`src/rtl/hamming_pkg.sv`:
```
// Shared Hamming SEC helpers: code geometry and the data-to-position map.
// The encoder uses the same map.
package hamming_pkg;

  function automatic int n_bits(input int p);
    return (1 << p) - 1;
  endfunction

  function automatic int k_bits(input int p);
    return (1 << p) - p - 1;
  endfunction

  function automatic bit is_pow2(input int pos);
    return (pos > 0) && ((pos & (pos - 1)) == 0);
  endfunction

  // Hamming position (1-based) of data bit j; data fills non-power-of-two slots in order
  function automatic int data_pos(input int p, input int j);
    int seen;
    seen     = 0;
    data_pos = 0;
    for (int i = 1; i <= n_bits(p); i++) begin
      if (!is_pow2(i)) begin
        if (seen == j) data_pos = i;
        seen++;
      end
    end
  endfunction

  typedef enum logic {
    COLLECT = 1'b0,
    HOLD    = 1'b1
  } rx_state_e;

endpackage

```
`src/rtl/hamming_syndrome_corrector.sv`:
```
// Combinational single-error corrector: syndrome, flip, data extraction.
module hamming_syndrome_corrector
  import hamming_pkg::*;
#(
  parameter  int P = 3,
  localparam int N = n_bits(P),
  localparam int K = k_bits(P)
) (
  input  logic [N-1:0] cw,
  output logic [K-1:0] data,
  output logic         corrected
);

  logic [P-1:0] syn;
  logic [N-1:0] fixed;

  always_comb begin
    syn = '0;
    for (int i = 1; i <= N; i++) begin
      if (cw[i-1]) syn = syn ^ P'(i);
    end
    fixed = cw;
    for (int i = 1; i <= N; i++) begin
      if (syn == P'(i)) fixed[i-1] = ~cw[i-1];
    end
    corrected = (syn != '0);
  end

  for (genvar j = 0; j < K; j++) begin : g_data
    assign data[j] = fixed[data_pos(P, j) - 1];
  end

endmodule

```
`src/rtl/hamming_rx_deframer.sv`:
```
// Serial-to-parallel Hamming deframer: assembles codewords, corrects single
// errors, and presents data on valid/ready with one-word backpressure hold.
module hamming_rx_deframer
  import hamming_pkg::*;
#(
  parameter  int P     = 3,
  parameter  int CNT_W = 16,
  localparam int N     = n_bits(P),
  localparam int K     = k_bits(P)
) (
  input  logic             clk,
  input  logic             rst,
  input  logic             in_valid,
  input  logic             in_sop,
  input  logic             in_bit,
  output logic             in_ready,
  output logic             out_valid,
  input  logic             out_ready,
  output logic [K-1:0]     out_data,
  output logic             out_corrected,
  output logic [CNT_W-1:0] corr_count,
  output logic [CNT_W-1:0] slip_count
);

  rx_state_e        state_q, state_d;
  logic [P-1:0]     cnt_q, cnt_d, pos;
  logic [N-1:0]     cw_q, cw_d, pend_q, pend_d, cw_new, dec_in;
  logic [K-1:0]     out_data_q, out_data_d, dec_data;
  logic             out_valid_q, out_valid_d, out_corr_q, out_corr_d, dec_corr;
  logic [CNT_W-1:0] corr_q, corr_d, slip_q, slip_d;
  logic             accept, last, can_load, load;

  // Single decoder shared between the direct path and the HOLD replay path
  hamming_syndrome_corrector #(.P(P)) u_corr (
    .cw        (dec_in),
    .data      (dec_data),
    .corrected (dec_corr)
  );

  always_comb begin
    accept   = in_valid && (state_q == COLLECT);
    pos      = in_sop ? '0 : cnt_q;
    cw_new   = in_sop ? '0 : cw_q;
    cw_new[pos] = in_bit;
    last     = accept && (pos == P'(N - 1));
    can_load = !out_valid_q || out_ready;
    load     = (last && can_load) || ((state_q == HOLD) && out_ready);
    dec_in   = (state_q == HOLD) ? pend_q : cw_new;

    state_d     = state_q;
    cnt_d       = cnt_q;
    cw_d        = cw_q;
    pend_d      = pend_q;
    out_valid_d = out_valid_q;
    out_data_d  = out_data_q;
    out_corr_d  = out_corr_q;
    corr_d      = corr_q;
    slip_d      = slip_q;

    if (accept) begin
      cw_d  = cw_new;
      cnt_d = last ? '0 : pos + P'(1);
    end
    if (accept && in_sop && (cnt_q != '0) && (slip_q != '1))
      slip_d = slip_q + CNT_W'(1);

    if (last && !can_load) begin
      pend_d  = cw_new;
      state_d = HOLD;
    end
    if ((state_q == HOLD) && out_ready) state_d = COLLECT;

    if (out_valid_q && out_ready) out_valid_d = 1'b0;
    if (load) begin
      out_valid_d = 1'b1;
      out_data_d  = dec_data;
      out_corr_d  = dec_corr;
      if (dec_corr && (corr_q != '1)) corr_d = corr_q + CNT_W'(1);
    end
  end

  always_ff @(posedge clk) begin
    if (rst) begin
      state_q     <= COLLECT;
      cnt_q       <= '0;
      cw_q        <= '0;
      pend_q      <= '0;
      out_valid_q <= 1'b0;
      out_data_q  <= '0;
      out_corr_q  <= 1'b0;
      corr_q      <= '0;
      slip_q      <= '0;
    end else begin
      state_q     <= state_d;
      cnt_q       <= cnt_d;
      cw_q        <= cw_d;
      pend_q      <= pend_d;
      out_valid_q <= out_valid_d;
      out_data_q  <= out_data_d;
      out_corr_q  <= out_corr_d;
      corr_q      <= corr_d;
      slip_q      <= slip_d;
    end
  end

  assign in_ready      = (state_q == COLLECT);
  assign out_valid     = out_valid_q;
  assign out_data      = out_data_q;
  assign out_corrected = out_corr_q;
  assign corr_count    = corr_q;
  assign slip_count    = slip_q;

endmodule

```
`config.mk`:
```
export PLATFORM = sky130hd
export DESIGN_NAME = hamming_rx_deframer
export DESIGN_NICKNAME = d
export VERILOG_FILES = /design/src/rtl/hamming_pkg.sv /design/src/rtl/hamming_syndrome_corrector.sv /design/src/rtl/hamming_rx_deframer.sv
export SDC_FILE = /design/constraint.sdc
export NUM_CORES = 1
export LEC_CHECK = 0
export BUFFER_PORTS_ARGS = -buffer_cell sky130_fd_sc_hd__buf_4
export CAP_MARGIN = 20
export CORE_MARGIN = 4
export CORE_UTILIZATION = 30
export CTS_CLUSTER_DIAMETER = 100
export DETAILED_ROUTE_END_ITERATION = 8
export GPL_ROUTABILITY_DRIVEN = 0
export PLACE_DENSITY = 0.46
export SETUP_SLACK_MARGIN = 0.05
export SLEW_MARGIN = 0
export SYNTH_ARGS = -nofsm -noshare
export SYNTH_HDL_FRONTEND = slang
export SYNTH_SLANG_ARGS = --single-unit
```
`constraint.sdc`:
```
create_clock -name clk -period 5.9 [get_ports clk]
set_input_delay 1.18 -clock clk [delete_from_list [all_inputs] [get_ports clk]]
set_output_delay 1.18 -clock clk [all_outputs]
set_load 0.02 [all_outputs]
```
==> metrics.txt, run 1 <==
run status finished clean; final non-filler cell total approximately 540; H-tree depth 2; CTS tree done; Nets 408; Tmin final 3770 ps; CTS clock-pin slew for the worst setup and hold paths 100 ps; clock root cell clkbuf_8; top-area cell type share of the netlist area 35.1%; Routed WL per cell 14.1 um; sw frac 25.8%; cell with the most instances after synthesis dfxtp_1; largest net degree at the start of global routing 64; Worst Setup Path Type primary input to flip-flop; Power Density 180 nW/um2; mean post-synth cell area 8.55 um2; Fin Clk Skew 2.92 ps; Syn Std Cell Area approximately 3200 um2; num rows 37; final setup TNS 0 ps; Slew headroom 35.6%; Post-Route WL approximately 7.6 mm; clock insertion delay at the later pin of the skew report 310 ps; worst slew pin tran slightly below 1000 ps; period utilization 63.9%; Die X 111 um; Post-CTS Resized 0; Vias/cell 4.98; Cell variety after synth 66; mux share of post-synthesis cell area 9.84%; RSZ-0062 raised after global routing false; Routed Antenna Nets 0; P_sw 0.170 mW; Post-Synth Simple-Gate Area 28.0%; ys async rst share 0%; Synth Area in Adders 0.784%; Final Power 0.661 mW; vias in the first global route 2529; largest family of logic cells by synthesized area simple AND/OR/NAND/NOR gates; register share of total power around 58%; GRT overflow 0; Peak VDD IR 0.0924 mV; Hold WC Path Type flip-flop to flip-flop; complex-gate fraction of the synthesized area 14.0%; Synth Register Bits 56; syn_nets 381; fin util 35.5%; Final Hold Vio Count 0; max-slew violation count 0; # DRC 0; Yosys warning count 0; post-synthesis sequential area ratio 35.1%; xor and xnor area share after synthesis around 7.6%; ant diodes 0; post-CTS setup buffer count 0; worst-path fanout max 28; die area 12300 um2; HPWL after DPL slightly above 5 mm; CP Data Arrival Time 3980 ps; Comb pwr share 7.8%; Initial Util a little under a third; Inserted Clock Buffers 5; Clock power frac approximately 34%; area leader, netlist dfxtp_1; Max Freq 265 MHz; # IOs 45; Pre-antenna DRT Iters 4; Synth Flop Type dfxtp_1; Worst EP required 6110 ps; max cap viols 0; Core Box Area roughly 10000 um2; initial antenna violation count 0; Post-synth EDFFs 0; Synth area leaders dfxtp_1 (35%), mux2i_1 (5.6%), nor2_1 (5.4%); DR iter-0 viols roughly 120; critical path launch point type primary input; Leak 1.39 nW; Area Growth Syn to Fin 14.8%; placed instance count 529; layout cell share with drive strength beyond 1 19.5%; Die Span Y about 110 um; first-pass GRT wire length 12.8 mm; Internal roughly 0.5 mW; # hold bufs at CTS 0; critical path capture point type flip-flop; worst-case clock buffer depth 2; cell count after synthesis 373; overall fraction of global-route tracks in use 12.2%; synth cell count leaders dfxtp_1 (56), nor2_1 (46), nand2_1 (37); total number of vias 2675; number of port buffers 44; clock sink count 56; Final Setup Violations 0
[flip-flops by register name, indices dropped and copies added (netlist names)]
name and cells:
cnt_q 3, slip_count 16, cw_q 7, pend_q 7, out_data 4, out_corrected 1
out_valid 1, state_q 1, corr_count 16
[final timing paths]
kind / startpoint / to / slack, ps / cells after the start
worst max-delay path: in_sop / corr_count[2] / 2130 / 9
worst min-delay path: cw_q[4] / cw_q[4] / 470 / 2
worst max register to register: cnt_q[2] / corr_count[2] / 2410 / 8
worst min register to register: cw_q[4] / cw_q[4] / 470 / 2
[cell usage in the layout, fill, tap and decap left out, types with 3 or more instances in the layout]
| master | n |
|---|---|
| a211oi_1 | 3 |
| nor3_1 | 6 |
| a21oi_1 | 22 |
| nand3_1 | 17 |
| o21ai_0 | 7 |
| clkbuf_8 | 6 |
| mux2i_1 | 18 |
| xnor2_1 | 10 |
| or4_1 | 8 |
| o31ai_1 | 8 |
| nor3_2 | 3 |
| dfxtp_1 | 56 |
| and2_1 | 3 |
| and4_1 | 6 |
| nor3b_2 | 3 |
| nor2_1 | 46 |
| and3_1 | 3 |
| inv_1 | 7 |
| nand2_1 | 37 |
| mux2_4 | 5 |
| nand2b_1 | 6 |
| nand4_1 | 3 |
| xor2_1 | 15 |
| or3_1 | 4 |
| buf_4 | 44 |
| nor2b_1 | 8 |
[through the flow]
stage / setup slack (ps) / hold slack [ps] / area (um2)
global placement: 1870 / 448 / 3570
global route: 1940 / 478 / 3660
CTS: 2120 / 465 / 3660
finish: 2130 / 467 / 3660
detailed placement: 1790 / 450 / 3570
floorplan: 2420 / 437 / 3190
[cell type report]
cell class,count,area [um2]
Clock buffer,6,82.6
Clock inverter,2,10.0
Fill cell,1080,6660
Inverter,8,30.0
Multi-Input combinational cell,285,1920
Sequential cell,56,1120
Tap cell,136,170
Timing Repair Buffer,44,330
[cell families (layout without fill, tap and decap cells)]
family	after synthesis	count (layout)
xor+xnor	26	26
fa+ha+maj	2	2
mux	27	27
compound gates	64	64
simple gates	166	166
flops	56	56
buf+inv	32	60
[power groups by stage]
stage | sequential (mW) | combinational, mW | clock (mW)
after floorplan | 0.391 | 0.0451 | 0
final | 0.384 | 0.0514 | 0.226
after detailed placement | 0.392 | 0.0526 | 0
after global placement | 0.392 | 0.0519 | 0
after CTS | 0.384 | 0.0528 | 0.239
after global routing | 0.384 | 0.0575 | 0.250
[layer usage]
layer  wire [um]  GRT usage (%)
met5           0              0
met2        3370           19.1
met1        3810           17.5
met4          65           2.43
met3         310           2.29
[critical path, stage by stage]
cell and delay (ps):
buf_4 180, nand2b_4 170, mux2i_2 370, xnor3_1 490
a21oi_2 150, xnor2_1 260, a21boi_4 710, nor3b_2 130
mux2_4 330
No activity file was read; power rests on OpenSTA's default activity.
==> inputs of run 2 (changes only) <==
--- a/config.mk
+++ b/config.mk
@@ -12,7 +12,7 @@
 export CTS_CLUSTER_DIAMETER = 100
 export DETAILED_ROUTE_END_ITERATION = 8
 export GPL_ROUTABILITY_DRIVEN = 0
-export PLACE_DENSITY = 0.46
+export PLACE_DENSITY = 0.48
 export SETUP_SLACK_MARGIN = 0.05
 export SLEW_MARGIN = 0
 export SYNTH_ARGS = -nofsm -noshare
==> constraint.sdc (replaced) <==
create_clock -name clk -period 3.1 [get_ports clk]
set_input_delay 0.62 -clock clk [delete_from_list [all_inputs] [get_ports clk]]
set_output_delay 0.62 -clock clk [all_outputs]
set_load 0.02 [all_outputs]
==> metrics.txt, run 2 (synthesized netlist as in run 1, its figures left out) <==
H-tree depth 2 (unchanged); post-CTS setup buffer count 0 (unchanged); Peak VDD IR 0.157 mV (+70%); Comb pwr share 8.9% (+1.1 points); Multi-input gate area 1920 um2 (unchanged); Leak 1.46 nW (+5.4%); worst hold path depth 2 (unchanged); worst reg2reg startpoint cnt_q[2]; worst-case clock buffer depth 2 (unchanged); Pre-antenna DRT Iters 4 (unchanged); r2r endpoint corr_count[5]; Worst Setup Path Type flip-flop to flip-flop; Initial Util 30.9% (unchanged); # DRC 0 (unchanged); ant diodes 0 (unchanged); CTS clock-pin slew for the worst setup and hold paths 100 ps (about the same); Power Density 336 nW/um2 (+86%); Fin Clk Skew 10.7 ps (+7.79 ps); Internal 0.946 mW (+93%); worst slew pin tran 653 ps (-313 ps); commonest cells after routing, fill and taps aside buf_4 (58), dfxtp_1 (56), nor2_1 (46); register area 1120 um2 (unchanged); max cap viols 0 (unchanged); final non-filler cell total 552 (+2.8%); RSZ-0062 raised after global routing false; Post-CTS Resized 0 (unchanged); initial antenna violation count 0 (unchanged); run status finished clean; Hold EP cw_q[4]; P_sw 0.328 mW (+92%); placed instance count 544 (+2.8%); CP Data Arrival Time 3070 ps (-910 ps); Inserted Clock Buffers 5 (unchanged); sw frac 25.7% (-0.053 points); Worst path max stage delay 570 ps (-140 ps); Die Span Y 111 um (unchanged); most common cell after layout, fill and taps aside buf_4; Final Power 1.27 mW (+93%); worst setup slack after layout 267 ps (-1860 ps); num rows 37 (unchanged); DR iter-0 viols 123 (+5.1%); Area Growth Syn to Fin 18.7%; clock sink count 56 (unchanged); R2R depth 9 (+1); CP cell instances nor3b_2 -> mux2i_2 -> xnor3_1 -> a21oi_2 -> xnor2_1 -> a21boi_4 -> buf_12 -> or4_1 -> a21oi_1; fin util 36.7% (+1.2 points); worst-path fanout max 28 (unchanged); final setup TNS 0 ps (unchanged); period utilization between 90% and 100%; CTS tree done; # hold bufs at CTS 0 (unchanged); Hold WC Path Type flip-flop to flip-flop; hold_ws 472 ps (+5.28 ps); overall fraction of global-route tracks in use 12.2% (about the same); max-slew violation count 0 (unchanged); GRT overflow 0 (unchanged); Core Box Area 10300 um2 (unchanged); Routed Antenna Nets 0 (unchanged); critical path capture point type flip-flop; worst hold start cw_q[4]; clock root cell clkbuf_8; R2R setup slack 270 ps (-2140 ps); Max Freq 353 MHz; critical path launch point type flip-flop; Slew headroom 56.5% (+21 points); Final Setup Violations 0 (unchanged); filler instances 1058 (-2.0%); die area 12300 um2 (unchanged); register share of total power 57.3% (-0.7 points); Nets 423 (+3.7%); number of port buffers 44 (unchanged); Routed WL per cell 13.7 um (-2.4%); HPWL after DPL 5.33 mm (+4.0%); fin area 3790 um2 (+3.4%); layout cell share with drive strength beyond 1 22.4% (+2.9 points); total number of vias 2708 (+1.2%); Vias/cell 4.91 (-1.5%); largest net degree at the start of global routing 64 (unchanged); Final Hold Vio Count 0 (unchanged); first-pass GRT wire length 12.6 mm (-1.3%); Tmin final 2830 ps; Post-Route WL 7.58 mm (+0.34%); vias in the first global route 2436 (-3.7%); clock insertion delay at the later pin of the skew report 310 ps (about the same); # IOs 45 (unchanged); Clock power frac 33.8% (-0.4 points); CP max-delay cell dfxtp_1; Placed Area 3700 um2 (+3.5%); Setup Slack @ Placement 203 ps (-1590 ps); Worst EP required 3340 ps (-2770 ps); Die X 111 um (unchanged)
-- run 2: changes by cell type in the layout (fill, tap and decap cells not counted) --
| cell | change |
|---|---|
| buf_12 | +1 |
| buf_4 | +14 |
-- run 2: critical path: cells and delay by family (launching register included) --
family	cells	cell delay, ps
buf+inv	1	160
flops	1	570
mux	1	250
compound gates	3	460
simple gates	2	790
xor+xnor	2	530
-- run 2: routing by layer --
layer / wire length (um) / share of wire (%) / vias to the layer above / GRT usage (%)
li1: - / - / 1403 / -
met1: 3760 / 50 / 1265 / 17.2
met2: 3490 / 46 / 36 / 18.8
met3: 264 / 3.5 / 4 / 2.89
met4: 70 / 0.92 / 0 / 3.08
met5: 0 / 0 / - / 0
-- run 2: final cells by class --
| type | instances | share of cell area (%) |
|---|---|---|
| multi-input combinational | 285 | 50.7 |
| inverter | 8 | 0.793 |
| tap | 136 | 4.49 |
| clock inverter | 2 | 0.264 |
| sequential | 56 | 29.6 |
| clock buffer | 6 | 2.18 |
| timing repair buffer | 59 | 12.0 |
-- run 2: worst max-delay path by stage --
stage | from | to | cells past startpoint
2_1_floorplan | in_sop | corr_count[2] | 10
3_3_place_gp | in_sop | corr_count[10] | 10
3_5_place_dp | in_sop | corr_count[8] | 10
4_1_cts | cnt_q[2] | corr_count[5] | 9
5_1_grt | cnt_q[2] | corr_count[10] | 9
6_report | cnt_q[2] | corr_count[5] | 9
-- run 2: power groups by stage --
stage	clock network (mW)	registers [mW]	logic, mW
floorplan	0	0.743	0.0859
detailed placement	0	0.747	0.115
global route	0.485	0.731	0.125
CTS	0.452	0.730	0.115
global placement	0	0.747	0.114
finish	0.430	0.730	0.114
==> inputs of run 3 (changes only) <==
--- a/config.mk
+++ b/config.mk
@@ -7,12 +7,14 @@
 export LEC_CHECK = 0
 export BUFFER_PORTS_ARGS = -buffer_cell sky130_fd_sc_hd__buf_4
 export CAP_MARGIN = 20
+export CELL_PAD_IN_SITES_DETAIL_PLACEMENT = 1
+export CELL_PAD_IN_SITES_GLOBAL_PLACEMENT = 1
 export CORE_MARGIN = 4
 export CORE_UTILIZATION = 30
 export CTS_CLUSTER_DIAMETER = 100
 export DETAILED_ROUTE_END_ITERATION = 8
 export GPL_ROUTABILITY_DRIVEN = 0
-export PLACE_DENSITY = 0.48
+export PLACE_DENSITY = 0.6
 export SETUP_SLACK_MARGIN = 0.05
 export SLEW_MARGIN = 0
 export SYNTH_ARGS = -nofsm -noshare
==> metrics.txt, run 3 (synthesized netlist as in run 1, its figures left out) <==
run status finished clean; worst-path fanout max 28 (unchanged); Core Box Area 10300 um2 (unchanged); fin area 3850 um2 (+1.7%); Die Span Y 111 um (unchanged); vias in the first global route 2813 (+15%); critical path capture point type flip-flop; P_sw 0.334 mW (+1.9%); Routed WL per cell 15.5 um (+13%); ant diodes 0 (unchanged); total number of vias 2819 (+4.1%); critical path launch point type flip-flop; H-tree depth 2 (unchanged); R2R setup slack 280 ps (about the same); layout cell share with drive strength beyond 1 22.5% (+0.19 points); Max Freq 354 MHz (+0.31%); die area 12300 um2 (unchanged); Leak 1.49 nW (+2.1%); final setup TNS 0 ps (unchanged); Placed Area 3720 um2 (+0.74%); commonest cells after routing, fill and taps aside buf_4 (59), dfxtp_1 (56), nor2_1 (46); CTS tree done; Worst Setup Path Type flip-flop to flip-flop; sw frac 23.5% (-2.2 points); Nets 425 (+0.47%); Post-Route WL 8.56 mm (+13%); most common cell after layout, fill and taps aside buf_4; Comb pwr share 8.4% (-0.5 points); Final Hold Vio Count 0 (unchanged); post-CTS setup buffer count 0 (unchanged); Inserted Clock Buffers 5 (unchanged); R2R depth 9 (unchanged); GRT overflow 0 (unchanged); Area Growth Syn to Fin 20.7%; CTS clock-pin slew for the worst setup and hold paths 100 ps (about the same); clock insertion delay at the later pin of the skew report 310 ps (about the same); register share of total power 51.4% (-5.9 points); Slew headroom 54.6% (-1.9 points); initial antenna violation count 0 (unchanged); CP Data Arrival Time 3060 ps (about the same); Routed Antenna Nets 0 (unchanged); DR iter-0 viols 79 (-36%); Hold WC Path Type flip-flop to flip-flop; Initial Util 30.9% (unchanged); worst-case clock buffer depth 2 (unchanged); number of port buffers 44 (unchanged); hold_ws 464 ps (-8.22 ps); clock root cell clkbuf_8; worst slew pin tran 681 ps (+28.5 ps); Fin Clk Skew 7.54 ps (-3.17 ps); Final Setup Violations 0 (unchanged); Peak VDD IR 0.150 mV (-4.6%); # DRC 0 (unchanged); # IOs 45 (unchanged); RSZ-0062 raised after global routing false; worst hold path depth 2 (unchanged); Power Density 369 nW/um2 (+9.6%); Post-CTS Resized 0 (unchanged); first-pass GRT wire length 14.3 mm (+13%); Worst EP required 3340 ps (about the same); num rows 37 (unchanged); Final Power 1.42 mW (+11%); Internal 1.09 mW (+15%); overall fraction of global-route tracks in use 13.8% (+1.6 points); largest net degree at the start of global routing 64 (unchanged); HPWL after DPL 6.07 mm (+14%); # hold bufs at CTS 0 (unchanged); max-slew violation count 0 (unchanged); Vias/cell 5.10 (+3.9%); Pre-antenna DRT Iters 4 (unchanged); max cap viols 0 (unchanged); Die X 111 um (unchanged); clock sink count 56 (unchanged); Tmin final 2820 ps (-8.81 ps); Clock power frac 40.2% (+6.4 points); period utilization 91.1% (-0.28 points)
[run 3: changes by cell type in the layout (fill, tap and decap cells not counted)]
cell	delta
bufinv_16	+2
clkinv_2	-2
buf_12	+1
buf_4	+1
clkbuf_8	-1
[run 3: path summary, 6_finish.rpt]
path,from,end
worst min-delay path,cw_q[3],cw_q[3]
worst max register to register,cnt_q[1],corr_count[6]
worst max-delay path,cnt_q[1],corr_count[6]
worst min register to register,cw_q[3],cw_q[3]
[run 3: stage by stage]
| step | worst slack [ps] | instances | util [%] |
|---|---|---|---|
| after floorplan | 181 | 373 | - |
| after global placement | 202 | 546 | 36.1 |
| after detailed placement | 144 | 546 | 36.1 |
| after CTS | 240 | 553 | 37.3 |
| after global routing | 58.4 | 553 | 37.3 |
| final | 276 | 553 | 37.3 |
[run 3: cell type report]
class | instances | area, um2
Fill cell | 1228 | 6470
Multi-Input combinational cell | 285 | 1920
Clock buffer | 5 | 68.8
Clock inverter | 2 | 60.1
Sequential cell | 56 | 1120
Timing Repair Buffer | 61 | 483
Inverter | 8 | 30.0
Tap cell | 136 | 170
[run 3: critical path: stages, from the launching register on]
cell and delay (ps):
dfxtp_1 580, nand3b_1 270, o221ai_1 230, o21ai_0 150
a32oi_1 410, or3_4 220, a21boi_4 60, buf_12 160
or4_1 510, a21oi_1 150
[run 3: power by group through the flow]
stage / Sequential, mW / Combinational (mW) / Clock [mW]
floorplan: 0.743 / 0.0859 / 0
global placement: 0.746 / 0.118 / 0
detailed placement: 0.747 / 0.121 / 0
CTS: 0.730 / 0.121 / 0.597
global route: 0.731 / 0.133 / 0.625
finish: 0.730 / 0.120 / 0.571
[run 3: routing by layer]
metal | track usage [%] | share of wire (%) | up-vias
met3 | 2.51 | 2.6 | 9
li1 | - | - | 1407
met1 | 19.1 | 50 | 1367
met5 | 0 | 0 | -
met2 | 22.0 | 47 | 36
met4 | 3.65 | 1.3 | 0
